## src/rtl/snake_dir_ctrl.sv

```systemverilog
// snake_dir_ctrl: player-input front end for snake_core.
// Synchronises and (optionally) debounces four raw buttons, turns debounced rising edges
// into press events, rejects repeat/reversal turns, buffers accepted turns in a 2-deep
// FIFO and commits one turn to dir on each game_en step pulse.
//
// Optional feature macro: SNAKE_DIR_DEBOUNCE_EN
//   defined   - per-button 16-bit debouncer, level flips after DEB_CYCLES stable samples
//   undefined - debounced level is the synchroniser output; DEB_CYCLES is ignored
//
// Ports:
//   clk        system clock
//   rst        synchronous reset, active-high
//   btn_up     raw button inputs, asynchronous, active-high
//   btn_down
//   btn_left
//   btn_right
//   game_en    one-cycle step pulse (commit opportunity each high cycle)
//   dir        committed direction: 00=UP, 01=LEFT, 10=RIGHT, 11=DOWN
//   q_count    turn-queue occupancy, 0..2
//   turn_drop  one-cycle pulse the cycle after a press is rejected
module snake_dir_ctrl #(
    parameter int unsigned DEB_CYCLES = 16,
    parameter logic [1:0]  INIT_DIR   = 2'b10
) (
    input  logic       clk,
    input  logic       rst,
    input  logic       btn_up,
    input  logic       btn_down,
    input  logic       btn_left,
    input  logic       btn_right,
    input  logic       game_en,
    output logic [1:0] dir,
    output logic [1:0] q_count,
    output logic       turn_drop
);

    localparam logic [1:0] DirUp    = 2'b00;
    localparam logic [1:0] DirLeft  = 2'b01;
    localparam logic [1:0] DirRight = 2'b10;
    localparam logic [1:0] DirDown  = 2'b11;

    // Bit order: 0=up, 1=down, 2=left, 3=right (matches press priority).
    logic [3:0] raw;
    logic [3:0] sync1_q, sync2_q;
    logic [3:0] level;
    logic [3:0] level_prev_q;

    assign raw = {btn_right, btn_left, btn_down, btn_up};

    always_ff @(posedge clk) begin
        if (rst) begin
            sync1_q <= 4'b0;
            sync2_q <= 4'b0;
        end else begin
            sync1_q <= raw;
            sync2_q <= sync1_q;
        end
    end

`ifdef SNAKE_DIR_DEBOUNCE_EN
    localparam logic [15:0] DebLast = 16'(DEB_CYCLES - 1);

    logic [3:0]  deb_q, deb_d;
    logic [15:0] cnt_q [4];
    logic [15:0] cnt_d [4];

    always_comb begin
        deb_d = deb_q;
        for (int i = 0; i < 4; i++) begin
            cnt_d[i] = cnt_q[i];
            if (sync2_q[i] == deb_q[i]) begin
                cnt_d[i] = 16'd0;
            end else if (cnt_q[i] == DebLast) begin
                deb_d[i] = ~deb_q[i];
                cnt_d[i] = 16'd0;
            end else begin
                cnt_d[i] = cnt_q[i] + 16'd1;
            end
        end
    end

    always_ff @(posedge clk) begin
        if (rst) begin
            deb_q <= 4'b0;
            for (int i = 0; i < 4; i++) begin
                cnt_q[i] <= 16'd0;
            end
        end else begin
            deb_q <= deb_d;
            for (int i = 0; i < 4; i++) begin
                cnt_q[i] <= cnt_d[i];
            end
        end
    end

    assign level = deb_q;
`else
    assign level = sync2_q;
`endif

    always_ff @(posedge clk) begin
        if (rst) begin
            level_prev_q <= 4'b0;
        end else begin
            level_prev_q <= level;
        end
    end

    // Turn queue: entry0 is the head, entry1 only valid when count is 2.
    logic [1:0] dir_q, dir_d;
    logic [1:0] entry0_q, entry0_d;
    logic [1:0] entry1_q, entry1_d;
    logic [1:0] count_q, count_d;
    logic       drop_q, drop_d;

    logic [3:0] press;
    logic       press_valid;
    logic [1:0] press_dir;
    logic [1:0] ref_dir;
    logic       accept;
    logic       pop;
    logic [1:0] count_after_pop;

    assign press = level & ~level_prev_q;

    always_comb begin
        press_valid = 1'b1;
        press_dir   = DirUp;
        if (press[0]) begin
            press_dir = DirUp;
        end else if (press[1]) begin
            press_dir = DirDown;
        end else if (press[2]) begin
            press_dir = DirLeft;
        end else if (press[3]) begin
            press_dir = DirRight;
        end else begin
            press_valid = 1'b0;
        end
    end

    always_comb begin
        dir_d    = dir_q;
        entry0_d = entry0_q;
        entry1_d = entry1_q;
        drop_d   = 1'b0;

        // Reference uses the pre-pop tail so a same-cycle commit cannot mask a reversal.
        if (count_q == 2'd2) begin
            ref_dir = entry1_q;
        end else if (count_q == 2'd1) begin
            ref_dir = entry0_q;
        end else begin
            ref_dir = dir_q;
        end

        accept = press_valid && (count_q < 2'd2) && (press_dir != ref_dir) &&
                 (press_dir != ~ref_dir);
        drop_d = press_valid && !accept;
        pop    = game_en && (count_q != 2'd0);

        count_after_pop = count_q;
        if (pop) begin
            dir_d           = entry0_q;
            entry0_d        = entry1_q;
            count_after_pop = count_q - 2'd1;
        end

        if (accept) begin
            if (count_after_pop == 2'd0) begin
                entry0_d = press_dir;
            end else begin
                entry1_d = press_dir;
            end
            count_d = count_after_pop + 2'd1;
        end else begin
            count_d = count_after_pop;
        end
    end

    always_ff @(posedge clk) begin
        if (rst) begin
            dir_q    <= INIT_DIR;
            entry0_q <= 2'b00;
            entry1_q <= 2'b00;
            count_q  <= 2'd0;
            drop_q   <= 1'b0;
        end else begin
            dir_q    <= dir_d;
            entry0_q <= entry0_d;
            entry1_q <= entry1_d;
            count_q  <= count_d;
            drop_q   <= drop_d;
        end
    end

    assign dir       = dir_q;
    assign q_count   = count_q;
    assign turn_drop = drop_q;

endmodule

```

## config.mk

```make
export PLATFORM = sky130hd
export DESIGN_NAME = snake_dir_ctrl
export DESIGN_NICKNAME = d
export VERILOG_FILES = /design/src/rtl/snake_dir_ctrl.sv
export SDC_FILE = /design/constraint.sdc
export NUM_CORES = 1
export LEC_CHECK = 0
export CAP_MARGIN = 20
export CORE_MARGIN = 2
export CORE_UTILIZATION = 53
export CTS_CLUSTER_SIZE = 16
export DETAILED_ROUTE_END_ITERATION = 8
export PLACE_DENSITY = 0.77
export SYNTH_ARGS = -nofsm -noshare
export SYNTH_HDL_FRONTEND = slang
export SYNTH_SLANG_ARGS = --single-unit
```

## constraint.sdc

```tcl
create_clock -name clk -period 3.42 [get_ports clk]
set_input_delay 0.684 -clock clk [delete_from_list [all_inputs] [get_ports clk]]
set_output_delay 0.684 -clock clk [all_outputs]
set_load 0.01 [all_outputs]
```

==> results <==
- The run finished with clean final reports.
- The startpoint class of the critical path is an input port.
- The kind of cell with the highest combined delay on the critical path is multiplexers.
- Excluding fillers, the count of instances in the completed layout stands at 136.
- The worst setup slack after placement is 575.5 ps.
- The maximum fanout count along the critical path is 8.
- Sequential cells burn 41.6% of the power.
- For this block, the initial DRC count from the detailed router was 5.
- Each instance of the synthesized netlist takes up on average 9.831 µm².
- Setup repair after global routing left no endpoint under its margin.
- The critical path capture point type is a flip-flop.
- The number of antenna violations at the first check in global routing is 0.
- Derived from the worst setup path, the maximum achievable clock frequency is 0.3927 GHz.
- The worst flop-to-flop path startpoint is q_count[1].
- The cell accounting for the most synthesized area is sky130_fd_sc_hd__dfxtp_1.
- The number of global-route vias before repair is 614.
- The total of flip-flops plus latches after synthesis is 21.
- The final routed wirelength across all metal layers is 1.506 mm.
- The count of synthesis-stage warnings from yosys is 0.
- Walking the worst path, the cells encountered are clkdlybuf4s50_1 -> nor2b_1 -> buf_4 -> o21ai_0 -> ha_1 -> nor2b_1 -> o21ai_0 -> mux2i_1 -> mux2_1.
- The total CTS buffers is 3.
- Cell internal power was estimated by the tool at 471.0 µW.
- The placeable core area is 1727 µm².
- The relative slew slack is 46.78%.
- The delay of the slowest cell on the worst path is 390 ps.
- The post-synthesis cell area is 963.4 µm².
- The register-to-register setup slack is 900 ps.
- The cell depth of the worst flop-to-flop path is 11.
- The first-pass detailed-route iteration total is 3.
- Leaving out fill and tap cells, the most frequent cells in the layout are sky130_fd_sc_hd__nor2b_1 (21), sky130_fd_sc_hd__dfxtp_1 (21), sky130_fd_sc_hd__clkdlybuf4s50_1 (11).
- The aggregate global-route resource usage is 16.97%.
- The post-route antenna net violation count is 0.
- The effective utilization at floorplan is 55.80%.
- The overall die area is 2175 µm².
- The dominant register cell in the synthesized netlist is sky130_fd_sc_hd__dfxtp_1.
- The combinational cell fraction of total power is 42.2%.
- The number of stages on the worst setup path is 9.
- The final critical-path setup slack is 873.6 ps.
- The max capacitance violation total is 0.
- The max-slew violation total from the final report is 0.
- The post-route netlist has 7.207% of its cells at a drive strength greater than 1.
- The standard cell with the maximum stage delay on the critical path is sky130_fd_sc_hd__clkdlybuf4s50_1.
- The global route total overflow is 0.
- The transition at the pin with the smallest max-transition slack is 795.9 ps.
- The count of instances resized after the clock tree is built is 0.
- The root buffer cell chosen for the clock tree is sky130_fd_sc_hd__clkbuf_4.
- Sorting the synthesized cells by area gives the leading types as sky130_fd_sc_hd__dfxtp_1 (44%), sky130_fd_sc_hd__nor2b_1 (14%), sky130_fd_sc_hd__mux2i_1 (10%), sky130_fd_sc_hd__ha_1 (5.2%), sky130_fd_sc_hd__mux2_1 (4.7%).
- The number of fill cells in the layout is 153.
- The count of unique library cells instantiated by Yosys is 24.
- Setup total negative slack on the finished layout was measured at 0 ps.
- Across all layers, the routed design uses 678 vias.
- The critical path in this run is classified as input port to flip-flop.
- The layout overhead on the synthesized area is 16.88%.
- The clock tree skew after final layout is 3.447 ps.
- Synthesis produced a netlist with a net count of 109.
- In the finished design, the share of the clock period the worst path needs comes to 74.46%.
- The share of synthesized registers carrying an async set or reset is 0%.
- CTS built an H-tree with a depth of 1.
- The critical path starts at game_en.
- The number of enable-type register cells in the synthesized netlist is 0.
- Together, buffers and inverters on the worst path number 2.
- At the end of routability-driven placement, the weighted congestion stood at 0.7666.
- Setup violations remaining at the end of the flow were counted as 0.
- The number of remaining DRC errors is 0.
- Cells fill 65.22% of the core in the end.
- Of the total power, the clock network draws 16.2%.
- Following the worst setup path forward leads to its endpoint at entry0_q[1].
- In this run the power density over the cells is 624.0 nW/µm².
- The area after detailed placement is 1100 µm².
- The worst-case IR drop observed on VDD is 401.9 µV.
- With fillers left out, the area of the finished cells amounts to 1126 µm².
- The I/O pin count is 12.
- The height of the chip is 46.64 µm.
- In the final design database the tool counted 123 nets.
- Net switching is 32.97% of the power.
- The maximum count of clock buffers along a single path is 2.
- The number of cells produced by synthesis is 98.
- TritonCTS built the clock tree.
- After clock tree synthesis, the setup repair step added 0 buffers.
- Measured along the x axis, the die boundary spans 46.64 µm.
- The hold violation count in the final report is 0.
- After detailed routing, the number of vias per cell comes to 4.985.
- The worst path required time is 3610 ps.
- The final period demand of the worst path is 2546 ps.
- The routed length per placed instance is 11.07 µm.
- Detailed placement finished with a half-perimeter wire length of 1.147 mm.
- The net switching component of the power is 231.6 µW.
- The class of the tightest hold or removal check is flip-flop to flip-flop.
- The number of hold buffers added after CTS was 0.
- The share of Yosys cell area claimed by the top area cell type is 43.64%.
- Entering global routing, the biggest net connects 26 pins.
- The clock net in this run drives a total of 21 sinks.
- The first global-routing pass estimated 2.559 mm of wire.
- The standard-cell row count is 15.
- For the worst-skew pair, the clock arrives at the later sink with an insertion delay of 290 ps.
- The placed instance count is 132.
- The static leakage power is 0.4358 nW.
- The repair_antennas step left the layout with diodes totalling 0.
- During placement, the flow inserted port buffers numbering 11.
- In this run the critical register-to-register path is captured at entry0_q[1].
- The arrival time of data at the critical path endpoint is 2740 ps.
- Of the synthesized area, sequential elements account for 43.64%.
- After clock tree synthesis, the clock-pin slew on the worst setup and hold paths is 110 ps.
layer usage:
| layer | GRT usage (%) | share of wire (%) | up-vias |
|---|---|---|---|
| li1 | - | - | 349 |
| met1 | 20.05 | 46 | 313 |
| met3 | 5.490 | 4.1 | 2 |
| met5 | 0 | 0 | - |
| met2 | 27.50 | 49 | 14 |
| met4 | 8.333 | 1.4 | 0 |
cell families after synthesis:
logic type	synth area share, %
adder cells (fa/ha/maj)	5.195
XOR/XNOR	3.507
buffers and inverters	2.467
AND/OR/NAND/NOR	22.60
AO/OA/AOI/OAI	7.534
flip-flops	43.64
multiplexers	15.07
per-stage QoR:
| stage | hold WS, ps | total power, mW |
|---|---|---|
| final | 446.8 | 0.7027 |
| after detailed placement | 429.1 | 0.5936 |
| after floorplan | 413.8 | 0.5142 |
| after global placement | 416.4 | 0.5837 |
| after CTS | 452.8 | 0.7114 |
| after global routing | 466.2 | 0.7618 |
registers in the layout, indices dropped and copies added, names as in the netlist:
register      flops
q_count           2
dir               2
sync1_q           4
turn_drop         1
level             4
level_prev_q      4
entry0_q          2
entry1_q          2
power by group through the flow:
stage               registers (mW)  clock network, mW  logic (mW)
global placement             0.297                  0       0.287
finish                       0.292              0.114       0.296
floorplan                    0.300                  0       0.214
global route                 0.296              0.131       0.335
detailed placement           0.298                  0       0.296
CTS                          0.292              0.120       0.299
synthesized netlist by cell type (2+ instances only):
library cell and count:
sky130_fd_sc_hd__nor2_1 5, sky130_fd_sc_hd__nor2b_1 21, sky130_fd_sc_hd__nand2_1 5, sky130_fd_sc_hd__mux2_1 4
sky130_fd_sc_hd__inv_1 3, sky130_fd_sc_hd__ha_1 4, sky130_fd_sc_hd__a21oi_1 2, sky130_fd_sc_hd__nor3_1 2
sky130_fd_sc_hd__o21ai_0 3, sky130_fd_sc_hd__nand2b_1 3, sky130_fd_sc_hd__dfxtp_1 21, sky130_fd_sc_hd__xnor2_1 2
sky130_fd_sc_hd__clkbuf_1 2, sky130_fd_sc_hd__mux2i_1 10, sky130_fd_sc_hd__o21ai_2 2
worst min-delay path by stage:
stage,to,from,depth (start not counted)
after floorplan,level[0],sync1_q[0],1
after global placement,level[3],sync1_q[3],1
after detailed placement,level[0],sync1_q[0],1
after CTS,level[0],sync1_q[0],1
after global routing,level[0],sync1_q[0],1
final,level[0],sync1_q[0],1
cell type report:
cell class / instances / area (µm²) / area share (%)
Clock buffer: 4 / 26.28 / 2.333
Inverter: 3 / 11.26 / 1.000
Multi-Input combinational cell: 71 / 519.2 / 46.11
Sequential cell: 21 / 420.4 / 37.33
Tap cell: 25 / 31.28 / 2.778
Timing Repair Buffer: 12 / 117.6 / 10.44
Note: power is estimated with default switching activity, not from simulation.
==> variant, RTL diff (config.mk and constraints unchanged) <==
The output `turn_drop` loses its register stage (`drop_q` becomes a continuous assignment).
--- a/src/rtl/snake_dir_ctrl.sv
+++ b/src/rtl/snake_dir_ctrl.sv
@@ -184,15 +184,15 @@
             entry0_q <= 2'b00;
             entry1_q <= 2'b00;
             count_q  <= 2'd0;
-            drop_q   <= 1'b0;
         end else begin
             dir_q    <= dir_d;
             entry0_q <= entry0_d;
             entry1_q <= entry1_d;
             count_q  <= count_d;
-            drop_q   <= drop_d;
-        end
-    end
+        end
+    end
+
+    assign drop_q = drop_d;
 
     assign dir       = dir_q;
     assign q_count   = count_q;
Function: changed (Yosys sat finds a counterexample within 4 cycles, from zero or initial values and one cycle with rst high).
==> variant against the original RTL <==
Wire length decreased by 6.6%. Sequential cell count fell by 1. Synthesized cell count decreased by 4.1%. Global-route usage is 0.48 points lower. Worst setup slack got worse by 0.62 ns. Area after synthesis is 2.6% lower. Largest cell class unchanged. Clock power decreased by 11%. Fmax down 20%. Final area fell by 4.1%. Largest power group unchanged. Die area is 2.4% lower. Power shrank 6.6%. First-iteration DRC count decreased by 40%.
==> variant: results (changes against the original RTL) <==
| Group | Item | This run | vs unedited |
|---|---|---|---|
| global routing | First-pass GRT wire length | 2520 µm | -1.6% |
| worst hold path | Min-Delay Path Depth | 1 | unchanged |
| timing | Layout Skew | 0.00133 ns | -0.00212 ns |
| critical path | R2R Path End | entry1_q[0] |  |
| critical path | Cell family contributing the most delay on the critical path | buffers and inverters |  |
| critical path | Critical path's largest stage delay | 0.48 ns | +0.09 ns |
| final layout | Share of final-layout standard cells stronger than drive strength 1 | 11.3% | +4.1 points |
| yosys | Prevailing post-synth register cell | dfxtp_1 |  |
| clocking | Clock slew at the register clock pins of the worst setup and hold paths | 0.10 ns |  |
| yosys | Register area share after synthesis | 42.7% | -0.97 points |
| yosys | Ranking of synthesized cells by instance count | dfxtp_1, nor2b_1, mux2i_1 |  |
| critical path | Reg2reg path depth | 10 | -1 |
| yosys | Leading post-synthesis cells by cell area | dfxtp_1, nor2b_1, mux2i_1 |  |
| run status | Run status | finished, final reports clean |  |
| clocking | Clock Tree Buf Depth | 2 | unchanged |
| power | LEAKAGE | 0.430 nW | -1.3% |
| route | Wire length after detailed routing | 1410 µm | -6.6% |
| global routing | GRT Total Usage | 16.5% | -0.48 points |
| route | DRC marker count from the first detailed-route iteration | 3 | -2 |
| global routing | Pin count of the biggest net entering global routing | 25 | -3.8% |
| clocking | Hold-fix buffer count after cts | 0 | unchanged |
| placed design | Routability congestion estimate | 0.795 | +3.8% |
| critical path | Data arrival at the endpoint of the critical path | 2.49 ns | -0.25 ns |
| yosys | Mapped Nets | 105 | -3.7% |
| route | Vias per std cell | 5.18 | +3.9% |
| power | Net switching power | 210 µW | -9.2% |
| worst hold path | Hold Path Sink | level[1] |  |
| global routing | Vias in the first global route | 623 | +1.5% |
| route | Number of iterations in the first detailed-routing pass | 2 | -1 |
| critical path | FF-to-FF Start | q_count[1] |  |
| clocking | Clk_lat worst skew | 0.28 ns |  |
| worst hold path | Startpoint of the lowest-slack hold path | sync1_q[1] |  |
| critical path | Maximum fanout encountered on the critical timing path | 6 | -2 |
| placed design | Placed insts | 120 | -9.1% |
| yosys | Post-Syn Area per Cell | 9.98 µm² | +1.5% |
| power | Worst vdd ir | 0.384 mV | -4.4% |
| critical path | Reg-to-reg slack, setup | 1.12 ns | +0.22 ns |
| placed design | DPL Wire Length | 1080 µm | -6.2% |
| route | Total vias in the final route | 637 | -6.0% |
| clocking | Inserted Clock Buffers | 3 | unchanged |
| clocking | Root Buffer Master | clkbuf_4 |  |
| timing | Slew @ Worst Pin | 0.790 ns | -0.00613 ns |
## variant: cell types whose count changed in the layout (fill, tap and decap cells not counted), moves of 2 or more
cell and change:
and2b_1 +4, mux2_2 +4, nor2b_1 -4, a21oi_1 -2, mux2_1 -2, mux2i_1 -2, nor2_1 +2
## variant: logic make-up (layout without fill, tap and decap cells)
family          count (synthesis)  after routing  synth area share [%]
mux                            14             14                  15.7
flops                          20             20                  42.7
fa+ha+maj                       4              4                  5.33
buf+inv                         6             18                  3.33
simple gates                   39             39                  23.2
xor+xnor                        2              2                  2.67
compound gates                  9              9                  7.07
## variant: power by group through the flow
stage	logic (mW)	registers [mW]	clock network (mW)
floorplan	0.206	0.282	0
global placement	0.279	0.280	0
detailed placement	0.283	0.280	0
CTS	0.285	0.275	0.106
global route	0.310	0.279	0.121
finish	0.281	0.274	0.102
## variant: worst max-delay path by stage
stage,start,to,slack (ns),cells past startpoint
floorplan,q_count[1],turn_drop,1.07,7
global placement,q_count[1],turn_drop,0.59,8
detailed placement,q_count[1],turn_drop,0.55,8
CTS,q_count[1],turn_drop,0.22,8
global route,q_count[1],turn_drop,0.04,8
finish,q_count[1],turn_drop,0.25,8
## variant: metrics by stage
step / power, mW / instance area, µm² / util [%] / setup slack, ns / hold WS [ns]
after floorplan: 0.488 / 938 / - / 1.07 / 0.414
after global placement: 0.559 / 1060 / 62.6 / 0.593 / 0.418
after detailed placement: 0.564 / 1060 / 62.6 / 0.548 / 0.433
after CTS: 0.667 / 1080 / 63.9 / 0.218 / 0.456
after global routing: 0.710 / 1080 / 63.9 / 0.0381 / 0.473
final: 0.657 / 1080 / 63.9 / 0.249 / 0.450
## variant: final cells by class
cell class / instances / area (µm²)
tap: 17 / 21.3
multi-input combinational: 68 / 507
timing repair buffer: 12 / 118
fill: 146 / 609
clock buffer: 3 / 22.5
inverter: 3 / 11.3
sequential: 20 / 400
## variant: per-layer routing
layer | wire (µm) | GRT usage [%] | up-vias | share of wire, %
met5 | 0 | 0 | - | 0
li1 | - | - | 337 | -
met1 | 690 | 20.1 | 289 | 49
met3 | 40 | 3.53 | 2 | 2.8
met4 | 10 | 5.14 | 0 | 0.71
met2 | 665 | 28.6 | 9 | 47
